--- config.mk ---
export PLATFORM = sky130hd
export DESIGN_NAME = dma_burst_gen
export DESIGN_NICKNAME = d
export VERILOG_FILES = /design/src/rtl/dma_burst_gen.sv
export SDC_FILE = /design/constraint.sdc
export NUM_CORES = 1
export LEC_CHECK = 0
export CAP_MARGIN = 25
export CORE_AREA = 2 2 127 129
export DETAILED_ROUTE_END_ITERATION = 6
export DIE_AREA = 0 0 129 131
export PLACE_DENSITY = 0.89
export SYNTH_ARGS = -nofsm -noshare
export SYNTH_HDL_FRONTEND = slang
export SYNTH_SLANG_ARGS = --single-unit
--- constraint.sdc ---
create_clock -name clk -period 9.98 [get_ports clk]
set_input_delay 1.996 -clock clk [delete_from_list [all_inputs] [get_ports clk]]
set_output_delay 1.996 -clock clk [all_outputs]
set_load 0.1 [all_outputs]
--- src/rtl/dma_burst_gen.sv ---
// dma_burst_gen: splits one DMA transfer descriptor into AXI4-legal burst
// requests. Unaligned head/tail bytes become single-beat bursts with narrowed
// strobes; aligned middle bytes become full-strobe bursts capped by MAX_BEATS
// (INCR), 16 beats (FIXED) and the 4 KB page boundary (INCR).
module dma_burst_gen #(
  parameter int unsigned ADDR_WIDTH = 32,
  parameter int unsigned DATA_WIDTH = 32,
  parameter int unsigned MAX_BEATS  = 256
) (
  input  logic                    clk,
  input  logic                    rst,
  input  logic                    dscpt_valid_i,
  output logic                    dscpt_ready_o,
  input  logic [ADDR_WIDTH-1:0]   dscpt_addr_i,
  input  logic [ADDR_WIDTH-1:0]   dscpt_bytes_i,
  input  logic                    dscpt_mode_i,
  input  logic                    abort_i,
  output logic                    req_valid_o,
  input  logic                    req_ready_i,
  output logic [ADDR_WIDTH-1:0]   req_addr_o,
  output logic [7:0]              req_alen_o,
  output logic [2:0]              req_size_o,
  output logic [DATA_WIDTH/8-1:0] req_strb_o,
  output logic                    req_mode_o,
  output logic                    done_o,
  output logic                    aborted_o,
  output logic                    error_o
);

  localparam int unsigned BYTES = DATA_WIDTH / 8;
  localparam int unsigned LOG2B = $clog2(BYTES);
  localparam logic [ADDR_WIDTH-1:0] BYTES_A   = ADDR_WIDTH'(BYTES);
  localparam logic [ADDR_WIDTH-1:0] OFF_MASK  = ADDR_WIDTH'(BYTES - 1);
  localparam logic [ADDR_WIDTH-1:0] MAX_B_A   = ADDR_WIDTH'(MAX_BEATS);
  localparam logic [ADDR_WIDTH-1:0] FIX_MAX_A = ADDR_WIDTH'(16);

  typedef enum logic [1:0] {S_IDLE, S_RUN, S_DONE} state_t;

  state_t                state, state_nxt;
  logic [ADDR_WIDTH-1:0] cur_addr;
  logic [ADDR_WIDTH-1:0] bytes_left;
  logic                  mode;
  logic                  abort_pend;
  logic                  abort_flag;
  logic                  error_flag;

  logic [ADDR_WIDTH-1:0] off;
  logic                  partial;
  logic [ADDR_WIDTH-1:0] head_room;
  logic [ADDR_WIDTH-1:0] page_beats;
  logic [12:0]           page_bytes;
  logic [ADDR_WIDTH-1:0] beats;
  logic [ADDR_WIDTH-1:0] n_bytes;
  logic [ADDR_WIDTH-1:0] left_nxt;
  logic [7:0]            alen;
  logic [BYTES-1:0]      strb;
  logic                  desc_zero;
  logic                  desc_err;
  logic                  abort_eff;
  logic                  run;

  // Burst sizing from registered state only (no input-to-request path).
  always_comb begin
    off        = cur_addr & OFF_MASK;
    partial    = (off != '0) || (bytes_left < BYTES_A);
    head_room  = BYTES_A - off;
    page_bytes = 13'd4096 - {1'b0, cur_addr[11:0]};
    page_beats = ADDR_WIDTH'(page_bytes >> LOG2B);
    beats      = bytes_left >> LOG2B;
    if (mode) begin
      if (beats > FIX_MAX_A) beats = FIX_MAX_A;
    end else begin
      if (beats > MAX_B_A)    beats = MAX_B_A;
      if (beats > page_beats) beats = page_beats;
    end
    if (partial) begin
      n_bytes = (head_room < bytes_left) ? head_room : bytes_left;
      alen    = '0;
    end else begin
      n_bytes = beats << LOG2B;
      alen    = 8'(beats - 1'b1);
    end
    for (int unsigned i = 0; i < BYTES; i++) begin
      strb[i] = partial ? ((ADDR_WIDTH'(i) >= off) && (ADDR_WIDTH'(i) < off + n_bytes)) : 1'b1;
    end
    left_nxt = bytes_left - n_bytes;
  end

  // Descriptor classification at the handshake.
  always_comb begin
    desc_zero = (dscpt_bytes_i == '0);
    desc_err  = dscpt_mode_i &&
                (((dscpt_addr_i & OFF_MASK) != '0) || ((dscpt_bytes_i & OFF_MASK) != '0));
    abort_eff = abort_pend || abort_i;
  end

  // FSM state register.
  always_ff @(posedge clk or posedge rst) begin
    if (rst) state <= S_IDLE;
    else     state <= state_nxt;
  end

  // FSM next-state and outputs.
  always_comb begin
    state_nxt     = state;
    run           = (state == S_RUN);
    dscpt_ready_o = (state == S_IDLE);
    req_valid_o   = run;
    req_addr_o    = run ? (cur_addr & ~OFF_MASK) : '0;
    req_alen_o    = run ? alen : '0;
    req_size_o    = run ? 3'(LOG2B) : '0;
    req_strb_o    = run ? strb : '0;
    req_mode_o    = run ? mode : 1'b0;
    done_o        = (state == S_DONE);
    aborted_o     = (state == S_DONE) && abort_flag;
    error_o       = (state == S_DONE) && error_flag;
    unique case (state)
      S_IDLE: if (dscpt_valid_i) state_nxt = (desc_zero || desc_err) ? S_DONE : S_RUN;
      S_RUN:  if (req_ready_i && ((left_nxt == '0) || abort_eff)) state_nxt = S_DONE;
      S_DONE: state_nxt = S_IDLE;
      default: state_nxt = S_IDLE;
    endcase
  end

  // Descriptor registers, progress tracking and completion flags.
  always_ff @(posedge clk or posedge rst) begin
    if (rst) begin
      cur_addr   <= '0;
      bytes_left <= '0;
      mode       <= 1'b0;
      abort_pend <= 1'b0;
      abort_flag <= 1'b0;
      error_flag <= 1'b0;
    end else begin
      unique case (state)
        S_IDLE: if (dscpt_valid_i) begin
          cur_addr   <= dscpt_addr_i;
          bytes_left <= dscpt_bytes_i;
          mode       <= dscpt_mode_i;
          abort_pend <= 1'b0;
          abort_flag <= 1'b0;
          error_flag <= !desc_zero && desc_err;
        end
        S_RUN: begin
          if (abort_i) abort_pend <= 1'b1;
          if (req_ready_i) begin
            bytes_left <= left_nxt;
            if (!mode) cur_addr <= cur_addr + n_bytes;
            // An abort landing on the final burst leaves nothing cut short.
            abort_flag <= abort_eff && (left_nxt != '0);
          end
        end
        default: ;
      endcase
    end
  end

endmodule

-- After elaboration in Yosys (flattened, before gate mapping)
Cells that the tools add are included.
- logic and storage cells: 95
- input bits: 70
- flip-flop bits (word level): 70
- output and inout bits: 53
- add/subtract/negate cells: 6
- reduce and logical (&&, ||, !) cells: 29
- multiplexer cells: 33
- magnitude comparators: 13
- eq/ne operators: 7
- operators by type and width (kind ; count):
    $mux 32 ; 9
    $pmux 32 s2 ; 2
    $reduce_bool 32->1 ; 4
    $mux 30 ; 4
    $logic_not 32->1 ; 2
    $lt 1x32->1 const A ; 2
    $lt 2x32->1 const A ; 2
    $add 2x32->32 ; 1
    $add 32x32->32 ; 1
    $gt 32x11->1 ; 1
    $lt 32x3->1 const B ; 1
    $lt 32x32->1 ; 1
    $sub 32x32->32 ; 1
    $gt 30x5->1 const B ; 1
    $gt 30x9->1 const B ; 1
    $mux 8 ; 2
    $sub 13x12->13 const A ; 1
    $logic_and 1x1->1 ; 10
    $mux 1 ; 8
    $mux 2 ; 4
    $sub 8x1->8 const B ; 1
    $ne 2x2->1 const B ; 3
    $reduce_and 3->1 ; 2
    $logic_or 1x1->1 ; 5
    other kinds (14) ; 19

-- Depth between registers and ports, before layout
Gate-level depths: netlist (run 1).
- depth in word-level cells: 13
- gate-level depth with buffers: 33
- mapped depth without buffers: 30

-- Worst setup path before layout (run 1)
Ideal clock, no wire load.
- kind: flip-flop to output port
- from: register cur_addr[2]
- to: output port req_strb_o[0]
- data required time: 7984 ps
- stages on the path, launching flop included: 21
- data arrival time: 7348 ps
- setup slack: 636 ps
- cell sequence: dfrtp_1 -> or4_1 -> or4_1 -> clkbuf_1 -> nor3_1 -> xnor2_1 -> inv_1 -> ha_1 -> a2111oi_0 -> o21ai_1 -> o21a_1 -> clkbuf_1 -> o311ai_2 -> and2_1 -> nor4b_1 -> nand3_1 -> nor3_1 -> nor2_1 -> o2111ai_1 -> nor3_1 -> a311oi_1
- longest elaborated chain between the ends: 10
- RTL lines (item ; RTL line ; RTL):
    from (decl) ; 40 ; logic [ADDR_WIDTH-1:0] cur_addr;
    from (signal assigned) ; 137 ; cur_addr <= dscpt_addr_i;
    from (signal assigned) ; 148 ; if (!mode) cur_addr <= cur_addr + n_bytes;
    $sub 13x12->13 * ; 67 ; page_bytes = 13'd4096 - {1'b0, cur_addr[11:0]};
    $gt 32x11->1 ; 74 ; if (beats > page_beats) beats = page_beats;
    $mux 30 * ; 74 ;
    $mux 30 * ; 70 ; if (mode) begin
    $mux 32 * ; 76 ; if (partial) begin
    $add 2x32->32 * ; 84 ; strb[i] = partial ? ((ADDR_WIDTH'(i) >= off) && (ADDR_WIDTH'(i) < off + n_bytes)) : 1'b1;
    $lt 1x32->1 * ; 84 ;
    $logic_and 1x1->1 * ; 84 ;
    $mux 1 * ; 84 ;
    $mux 4 * ; 112 ; req_strb_o = run ? strb : '0;
    to (decl) ; 23 ; output logic [DATA_WIDTH/8-1:0] req_strb_o,
Mark *: on every way between the ends. The rest lies on a longest branch, timed or not.

-- Worst setup path in the final report (run 1)
- from: register cur_addr[1]
- to: output port req_strb_o[3]
- longest elaborated chain between the ends: 10
- RTL lines (item ; RTL line):
    $sub 13x12->13 ; 67
    $gt 32x11->1 ; 74
    $mux 30 ; 74
    $mux 30 ; 70
    $mux 32 ; 76
    $add 2x32->32 ; 84
    $lt 2x32->1 ; 84
    $logic_and 1x1->1 ; 84
    $mux 1 * ; 84
    $mux 4 * ; 112
Marks and branches as above.

==> results of run 1 <==
-- layer usage --
layer | vias up | routed length (um)
met5 | - | 0
met4 | 0 | 890
met3 | 75 | 2340
met2 | 455 | 11900
met1 | 4315 | 11800
li1 | 4478 | -
-- power by group --
part	internal (mW)	leakage, nW	switching [mW]	total [mW]
Clock	0.201	0.142	0.136	0.337
Sequential	0.424	0.835	0.191	0.615
Combinational	1.03	3.39	1.94	2.97
Total	1.65	4.37	2.27	3.92
-- cell usage after synthesis (9+ instances only) --
cell type / instances / area share, %
ha_1: 75 / 11
and2_1: 45 / 3.3
nand2_1: 120 / 5.2
o211ai_1: 19 / 1.7
o21a_1: 13 / 1.1
o21ai_0: 79 / 4.6
or2_2: 9 / 0.65
xor2_1: 28 / 2.8
a31oi_1: 29 / 2.1
xnor2_1: 36 / 3.7
nor2b_1: 14 / 1.0
a21o_1: 26 / 2.3
mux2i_1: 11 / 1.3
clkbuf_1: 41 / 1.8
a211oi_1: 12 / 1.0
inv_1: 46 / 2.0
dfrtp_1: 70 / 20
nor2_1: 122 / 5.3
a21oi_1: 106 / 6.2
and3_1: 13 / 0.94
nor4_1: 17 / 1.2
nand2b_1: 10 / 0.73
nand3_1: 29 / 1.7
nor3_1: 33 / 1.9
or3_1: 11 / 0.80
nand4_1: 19 / 1.4
-- worst register-to-register path: stages (launching register included) --
cell      delay [ns]
dfrtp_1         0.45
inv_1           0.21
ha_1            0.44
inv_1           0.16
or4_4           0.55
nor3_1          0.19
xor2_1          0.12
ha_1            0.32
o21a_1          0.12
o21ai_0         0.11
a21oi_1         0.47
o21a_1          0.65
nor3_1          0.12
o31ai_1         0.70
a21o_1          0.28
ha_1            0.28
a21o_1          0.18
a21oi_1         0.47
a31o_1          0.29
a311oi_2        0.15
o211ai_2        0.33
a21oi_1         0.19
a311o_1         0.39
or3_1           0.37
a211o_1         0.29
nor4_2          0.47
a21oi_1         0.13
-- how the worst max path moves through the flow --
| stage | slack (ns) | from | to | cells after the start |
|---|---|---|---|---|
| after global placement | 1.20 | cur_addr[2]$_DFFE_PP0P_ | req_strb_o[3] | 19 |
| after CTS | 0.73 | cur_addr[1]$_DFFE_PP0P_ | req_strb_o[3] | 21 |
| after detailed placement | 1.13 | cur_addr[1]$_DFFE_PP0P_ | req_strb_o[3] | 21 |
| after floorplan | 0.64 | cur_addr[2]$_DFFE_PP0P_ | req_strb_o[0] | 20 |
| after global routing | 0.17 | cur_addr[1]$_DFFE_PP0P_ | req_strb_o[3] | 21 |
| final | 0.52 | cur_addr[1]$_DFFE_PP0P_ | req_strb_o[3] | 21 |
-- flip-flops by register name (all words and copies together), names as in the netlist --
name        count
bytes_left     32
state           2
mode            1
abort_flag      1
cur_addr       32
error_flag      1
abort_pend      1
-- kinds of logic (layout without fill, tap and decap cells) --
kind of cell / after synthesis / after routing
AOI/OAI and AO/OA: 369 / 369
xor gates and xnor gates: 66 / 66
adders and majority gates: 77 / 77
buffers and inverters: 103 / 191
DFF: 70 / 70
muxes: 12 / 12
other: 2 / 42
and+or+nand+nor: 469 / 469
-- placed cells by master, fill, tap and decap left out, types with 5 or more instances in the layout --
cell type,count
and2_1,45
nor3_1,33
a211oi_1,12
mux2i_1,11
nand4_1,19
conb_1,42
clkdlybuf4s50_1,115
o21ai_0,78
nand2b_1,10
a211o_1,5
or2_2,9
o211ai_1,19
nor2b_1,14
nand2_1,119
o21a_1,13
nor4_1,17
a31oi_1,29
nand3b_1,5
a21o_1,26
xor2_1,28
or3_1,11
clkbuf_16,9
inv_1,44
and3_1,13
nor2_1,121
a21oi_1,106
nand3_1,29
o21ai_1,8
o31a_1,5
a31o_2,5
buf_4,9
xnor2_1,36
ha_1,75
dfrtp_1,70
-- area by class of cell --
class / count / share of cell area [%]
multi-input combinational: 1035 / 63.7
sequential: 70 / 16.8
timing repair buffer: 126 / 12.2
tap: 216 / 2.60
clock buffer: 11 / 2.33
inverter: 49 / 1.79
clock inverter: 5 / 0.566
==> results by group, run 1 <==
Global route
  • M3 GR Usage: under 10%
  • First-pass GRT wire length: between 40 and 50 mm
  • Largest net degree at the start of global routing: 89
  • Vias in the first global route: approximately 8,500
  • Grt total ovfl: 0
  • Met1 usage: between 40 and 50%
  • Global Route Usage Sum: between 30% and 40%
  • GRT busiest layer: met2
  • GR Util met2: between 40% and 50%
  • Initial antenna violation count: 0

STA
  • Setup violators final: 0
  • FMAX: 0.106 GHz
  • Rel. slew slack: between 30 and 40%
  • Worst hold slack: about 0.52 ns
  • Period utilisation layout: approximately 95%
  • Fin crit period: 9.46 ns
  • Final Hold Fails: 0
  • Clock skew: ~0.0095 ns
  • RSZ-0062 raised after global routing: false
  • Total negative setup slack: 0 ns
  • Slew @ Worst Pin: 1.01 ns
  • Final-report max-slew violation count: 0
  • Setup WS post-layout: 0.515 ns

Yosys
  • Synth Area in Simple Gates: between 20% and 30%
  • Cells after synthesis: about 1,200
  • Mapped Area: 0.00862 mm^2
  • Post-synthesis mux area share: under 10%
  • Fraction of registers with async set/reset: 100%
  • Post-synthesis register bit count: 70
  • Number of synthesized flops with an enable pin: 0
  • Synth Area in Compound Gates: between 20% and 30%
  • Avg Inst Size Synth: roughly 7.4 um^2
  • Synth Flop Type: dfrtp_1
  • Register area share after synthesis: 20.3%
  • Synth Area in XOR/XNOR: 6.88%
  • Count of cell types in the netlist: 91
  • Largest family of logic cells by synthesized area: compound AO/OA/AOI/OAI gates
  • Ys Warns: 0
  • Synth Area in Adders: a little under an eighth

Pwr
  • Final Power: a little under 4 mW
  • Pwr Density: between 300 and 400 mW/mm^2
  • Worst vdd ir: between 0.0003 and 0.0004 V
  • Leakage: roughly 4.4 nW

Critical path
  • Reg2reg path depth: 26
  • CP startpoint kind: flip-flop
  • CP Capture Type: primary output
  • CP arrival: 7.47 ns
  • Delay-heaviest family, CP: compound AO/OA/AOI/OAI gates
  • R2R setup slack: ~1.4 ns
  • Crit-path cells: inv_1 -> ha_1 -> inv_1 -> or4_4 -> nor3_1 -> xor2_1 -> ha_1 -> o21a_1 -> o21ai_0 -> a21oi_1 -> o21a_1 -> and2_1 -> o31ai_1 -> a2111oi_2 -> nand4_1 -> nor2_1 -> mux2i_1 -> o2111ai_1 -> nor3_1 -> a21oi_1 -> clkdlybuf4s50_1
  • CP Buf/Inv Count: 3
  • RR Startpoint: cur_addr[1]$_DFFE_PP0P_
  • Critical R2R Capture: state[0]$_DFFE_PP0P_
  • Critical path type: flip-flop to primary output
  • Required @ worst endpoint: 7.98 ns
  • Slowest stage cell, crit path: clkdlybuf4s50_1
  • CP peak stage delay: between 1 and 1.5 ns
  • Critical path peak fanout: 17

Finish
  • Ant diodes: 0
  • Non-Filler Instances: approximately 1,500
  • Final core occ: roughly two thirds
  • Number of fill cells: around 1,300
  • Synthesis-to-layout area growth: 20.5%
  • Share of layout cells above drive strength 1: approximately 5.6%
  • Fin area: roughly 0.010 mm^2
  • Seq. cell area: ~0.0018 mm^2
  • Nets: roughly 1,400
  • Multi-input gate area: approximately 0.0066 mm^2

Clocking
  • Postcts setup bufs: 0
  • Root Buffer: clkbuf_16
  • Number of buffers created by CTS: 9
  • Clock slew at the register clock pins of the worst setup and hold paths: 0.06 ns
  • CTS max path bufs: 2
  • Cts hold-fix bufs: 0
  • CTS-repair resized insts: 0
  • TritonCTS clock tree: built
  • CTS H-tree lvls: 3
  • Clk sink count: 70
  • Worst-skew pair later-pin latency: ~0.35 ns

Die
  • Chip height: between 100 and 150 um
  • Rows: 46
  • Die width: 129 um
  • I/O pin count: 123
  • DIE AREA: approximately 0.017 mm^2
  • Initial core utilization: a little under three fifths
  • Core area: between 0.015 and 0.02 mm^2

Worst hold path
  • HP Start: bytes_left[13]$_DFFE_PP0P_
  • Hold Path Class: flip-flop to flip-flop
  • Hold endpoint: bytes_left[13]$_DFFE_PP0P_
  • Hold depth: 2

Detailed routing
  • Vias: approximately 9,300
  • Wirelength per Cell: ~18 um
  • Number of remaining DRC errors: 0
  • Overall routed net length: 26.9 mm
  • DRT Pass-1 Iters: 5
  • Initial DRC Count: 934
  • Post-route antenna net violation count: 0
  • DR vias/cell: 6.17

Placement
  • GPL Wtd Cong: 0.983
  • Placed wire-length estimate: between 20 and 25 mm
  • PortBufs: roughly 120
  • Inst Count DP: between 1,000 and 1,500
  • DP Area: between 0.01 and 0.015 mm^2
  • Setup WS pre-CTS: between 1 and 1.5 ns

Status
  • Result of the run: finished clean

Run
  • MaxCap Viol Count: 0
(Power assumes the default switching activity.)
==> run 2: changes to the inputs <==
--- a/config.mk
+++ b/config.mk
@@ -7,3 +7,3 @@
 export LEC_CHECK = 0
-export CAP_MARGIN = 25
+export CAP_MARGIN = 10
 export CORE_AREA = 2 2 127 129
--- a/constraint.sdc
+++ b/constraint.sdc
@@ -3,2 +3,2 @@
 set_output_delay 1.996 -clock clk [all_outputs]
-set_load 0.1 [all_outputs]
+set_load 0.05 [all_outputs]
==> run 2 against run 1 <==
  * Final cell count shrank 0.13%
  * Worst hold slack lost 0.0052 ns
  * Design area shrank 0.40%
  * Setup slack gained 0.038 ns
  * Total power shrank 6.1%
  * Clock skew grew 0.00067 ns
  * Non-clock buffer count shrank 2
  * Sequential share of layout area grew 0.067 points
  * Core utilization shrank 0.26 points
  * Sequential power shrank 1%
  * Die area is the same
  * Largest power group unchanged
==> results by group, run 2 (same netlist as run 1, synthesis figures left out) <==
Die
  • Core area: 0.0156 mm^2 (unchanged)
  • Initial core utilization: 55.3% (unchanged)
  • Die width: 129 um (unchanged)
  • I/O pin count: 123 (unchanged)
  • DIE AREA: 0.0169 mm^2 (unchanged)
  • Chip height: 131 um (unchanged)
  • Rows: 46 (unchanged)

STA
  • Setup violators final: 0 (unchanged)
  • Final Hold Fails: 0 (unchanged)
  • FMAX: 0.106 GHz (about the same)
  • Fin crit period: 9.43 ns (was 9.46 ns)
  • Period utilisation layout: 94.5% (was 94.8%)
  • Total negative setup slack: 0 ns (unchanged)
  • Slew @ Worst Pin: 1.17 ns (was 1.01 ns)
  • Final-report max-slew violation count: 0 (unchanged)
  • Clock skew: 0.0101 ns (was 0.00945 ns)
  • Rel. slew slack: 21.9% (was 32.3%)
  • RSZ-0062 raised after global routing: false (unchanged)

Global route
  • Vias in the first global route: 8,617 (was 8,505)
  • Global Route Usage Sum: 32.1% (was 31.9%)
  • Largest net degree at the start of global routing: 72 (was 89)
  • Grt total ovfl: 0 (unchanged)
  • Initial antenna violation count: 0 (unchanged)
  • First-pass GRT wire length: 43.2 mm (was 43.1 mm)

Clocking
  • Cts hold-fix bufs: 0 (unchanged)
  • CTS-repair resized insts: 0 (unchanged)
  • TritonCTS clock tree: built (unchanged)
  • CTS max path bufs: 2 (unchanged)
  • Clk sink count: 70 (unchanged)
  • Clock slew at the register clock pins of the worst setup and hold paths: 0.06 ns (about the same)
  • Root Buffer: clkbuf_16 (unchanged)
  • Postcts setup bufs: 0 (unchanged)
  • CTS H-tree lvls: 3 (unchanged)
  • Number of buffers created by CTS: 9 (unchanged)
  • Worst-skew pair later-pin latency: 0.35 ns (about the same)

Placement
  • Placed wire-length estimate: 20.3 mm (about the same)
  • GPL Wtd Cong: 0.979 (was 0.983)
  • DP Area: 0.0101 mm^2 (was 0.0100 mm^2)
  • PortBufs: 118 (unchanged)

Finish
  • Top Registers: bytes_left x32, cur_addr x32, state x2 (unchanged)
  • Share of layout cells above drive strength 1: 5.33% (was 5.63%)
  • Fin area: 0.0104 mm^2 (about the same)
  • Commonest non-fill, non-tap cell in the layout: nor2_1 (unchanged)
  • Ant diodes: 0 (unchanged)
  • Commonest cells after routing, fill and taps aside: nor2_1, nand2_1, clkdlybuf4s50_1 (unchanged)
  • Number of fill cells: 1,313 (was 1,289)
  • Nets: 1,436 (was 1,438)
  • Synthesis-to-layout area growth: 20.1% (was 20.5%)

Detailed routing
  • Vias: 9,361 (was 9,323)
  • Wirelength per Cell: 17.8 um (about the same)
  • Overall routed net length: 26.9 mm (about the same)
  • DRT Pass-1 Iters: 6 (was 5)
  • DR vias/cell: 6.20 (was 6.17)
  • Number of remaining DRC errors: 0 (unchanged)
  • Post-route antenna net violation count: 0 (unchanged)
  • Initial DRC Count: 979 (was 934)

Critical path
  • Crit-path cells: or4_1 -> or4_1 -> nor3_1 -> xnor2_1 -> inv_1 -> ha_1 -> a2111oi_0 -> o21ai_1 -> o21a_1 -> o311ai_2 -> and2_1 -> nor4b_1 -> nand3_1 -> nor3_1 -> o311a_1 -> o2111ai_1 -> nor3_1 -> a21o_1 -> a21oi_1 -> clkdlybuf4s50_1 (was inv_1 -> ha_1 -> inv_1 -> or4_4 -> nor3_1 -> xor2_1 -> ha_1 -> o21a_1 -> o21ai_0 -> a21oi_1 -> o21a_1 -> and2_1 -> o31ai_1 -> a2111oi_2 -> nand4_1 -> nor2_1 -> mux2i_1 -> o2111ai_1 -> nor3_1 -> a21oi_1 -> clkdlybuf4s50_1)
  • RR Startpoint: cur_addr[2]$_DFFE_PP0P_ (was cur_addr[1]$_DFFE_PP0P_)
  • CP Buf/Inv Count: 2 (was 3)
  • CP peak stage delay: 0.74 ns (was 1.04 ns)
  • Critical R2R Capture: state[0]$_DFFE_PP0P_ (unchanged)
  • R2R setup slack: 1.43 ns (was 1.41 ns)
  • CP Capture Type: primary output (unchanged)
  • Most used cell, CP: nor3_1
  • Slowest stage cell, crit path: clkdlybuf4s50_1 (unchanged)
  • Required @ worst endpoint: 7.98 ns (about the same)
  • Delay-heaviest family, CP: simple AND/OR/NAND/NOR gates (was compound AO/OA/AOI/OAI gates)
  • Critical path type: flip-flop to primary output (unchanged)
  • CP startpoint kind: flip-flop (unchanged)
  • Reg2reg path depth: 24 (was 26)
  • CP arrival: 7.43 ns (was 7.47 ns)
  • Critical path peak fanout: 17 (unchanged)

Worst hold path
  • Hold endpoint: cur_addr[18]$_DFFE_PP0P_ (was bytes_left[13]$_DFFE_PP0P_)
  • Hold Path Class: flip-flop to flip-flop (unchanged)
  • Hold depth: 2 (unchanged)
  • HP Start: cur_addr[18]$_DFFE_PP0P_ (was bytes_left[13]$_DFFE_PP0P_)

Status
  • Result of the run: finished clean (unchanged)

Pwr
  • Pwr Density: 355 mW/mm^2 (was 377 mW/mm^2)
  • Worst vdd ir: 0.000213 V (was 0.000302 V)
  • Leakage: 4.34 nW (was 4.37 nW)

Run
  • MaxCap Viol Count: 0 (unchanged)
==> run 2: power by group <==
part | internal (mW) | switching, mW | leakage [nW]
combinational | 1.02 | 1.71 | 3.36
clock | 0.200 | 0.136 | 0.148
sequential | 0.424 | 0.184 | 0.835
total | 1.65 | 2.03 | 4.34
==> run 2: tightest hold or removal path: stages, from the launching register on <==
cell and delay (ns):
dfrtp_1 0.36, nand2_1 0.05, o21ai_0 0.06
==> run 2: worst max path at each step <==
| stage | start | endpoint | cells past startpoint |
|---|---|---|---|
| 2_1_floorplan | cur_addr[2]$_DFFE_PP0P_ | req_strb_o[0] | 20 |
| 3_3_place_gp | cur_addr[1]$_DFFE_PP0P_ | req_strb_o[1] | 22 |
| 3_5_place_dp | cur_addr[2]$_DFFE_PP0P_ | req_strb_o[2] | 20 |
| 4_1_cts | cur_addr[2]$_DFFE_PP0P_ | req_strb_o[2] | 20 |
| 5_1_grt | cur_addr[2]$_DFFE_PP0P_ | req_strb_o[1] | 20 |
| 6_report | cur_addr[2]$_DFFE_PP0P_ | req_strb_o[2] | 20 |
==> run 2: cell type report <==
cell class / instances / area [um^2] / share of cell area (%)
Clock buffer: 10 / 239 / 2.31
Clock inverter: 6 / 61.3 / 0.592
Inverter: 49 / 186 / 1.80
Multi-Input combinational cell: 1035 / 6620 / 63.9
Sequential cell: 70 / 1750 / 16.9
Tap cell: 216 / 270 / 2.61
Timing Repair Buffer: 124 / 1230 / 11.8
==> run 2: layer usage <==
layer / part of all wire, % / up-vias / GRT usage [%] / routed length, um
li1: - / 4478 / - / -
met1: 45 / 4374 / 44.4 / 12000
met2: 44 / 442 / 50.0 / 11900
met3: 8.1 / 67 / 5.62 / 2190
met4: 3.0 / 0 / 13.1 / 821
met5: 0 / - / 0 / 0
==> run 2: per-stage QoR <==
stage | std cells | hold WS [ns] | setup slack [ns] | util, % | power, mW
floorplan | 1208 | 0.440 | 1.79 | - | 2.61
global route | 1510 | 0.550 | 0.0256 | 66.4 | 3.97
global placement | 1494 | 0.490 | 1.26 | 64.5 | 3.21
detailed placement | 1494 | 0.499 | 1.02 | 64.5 | 3.25
finish | 1510 | 0.514 | 0.553 | 66.4 | 3.68
CTS | 1510 | 0.515 | 0.668 | 66.4 | 3.61
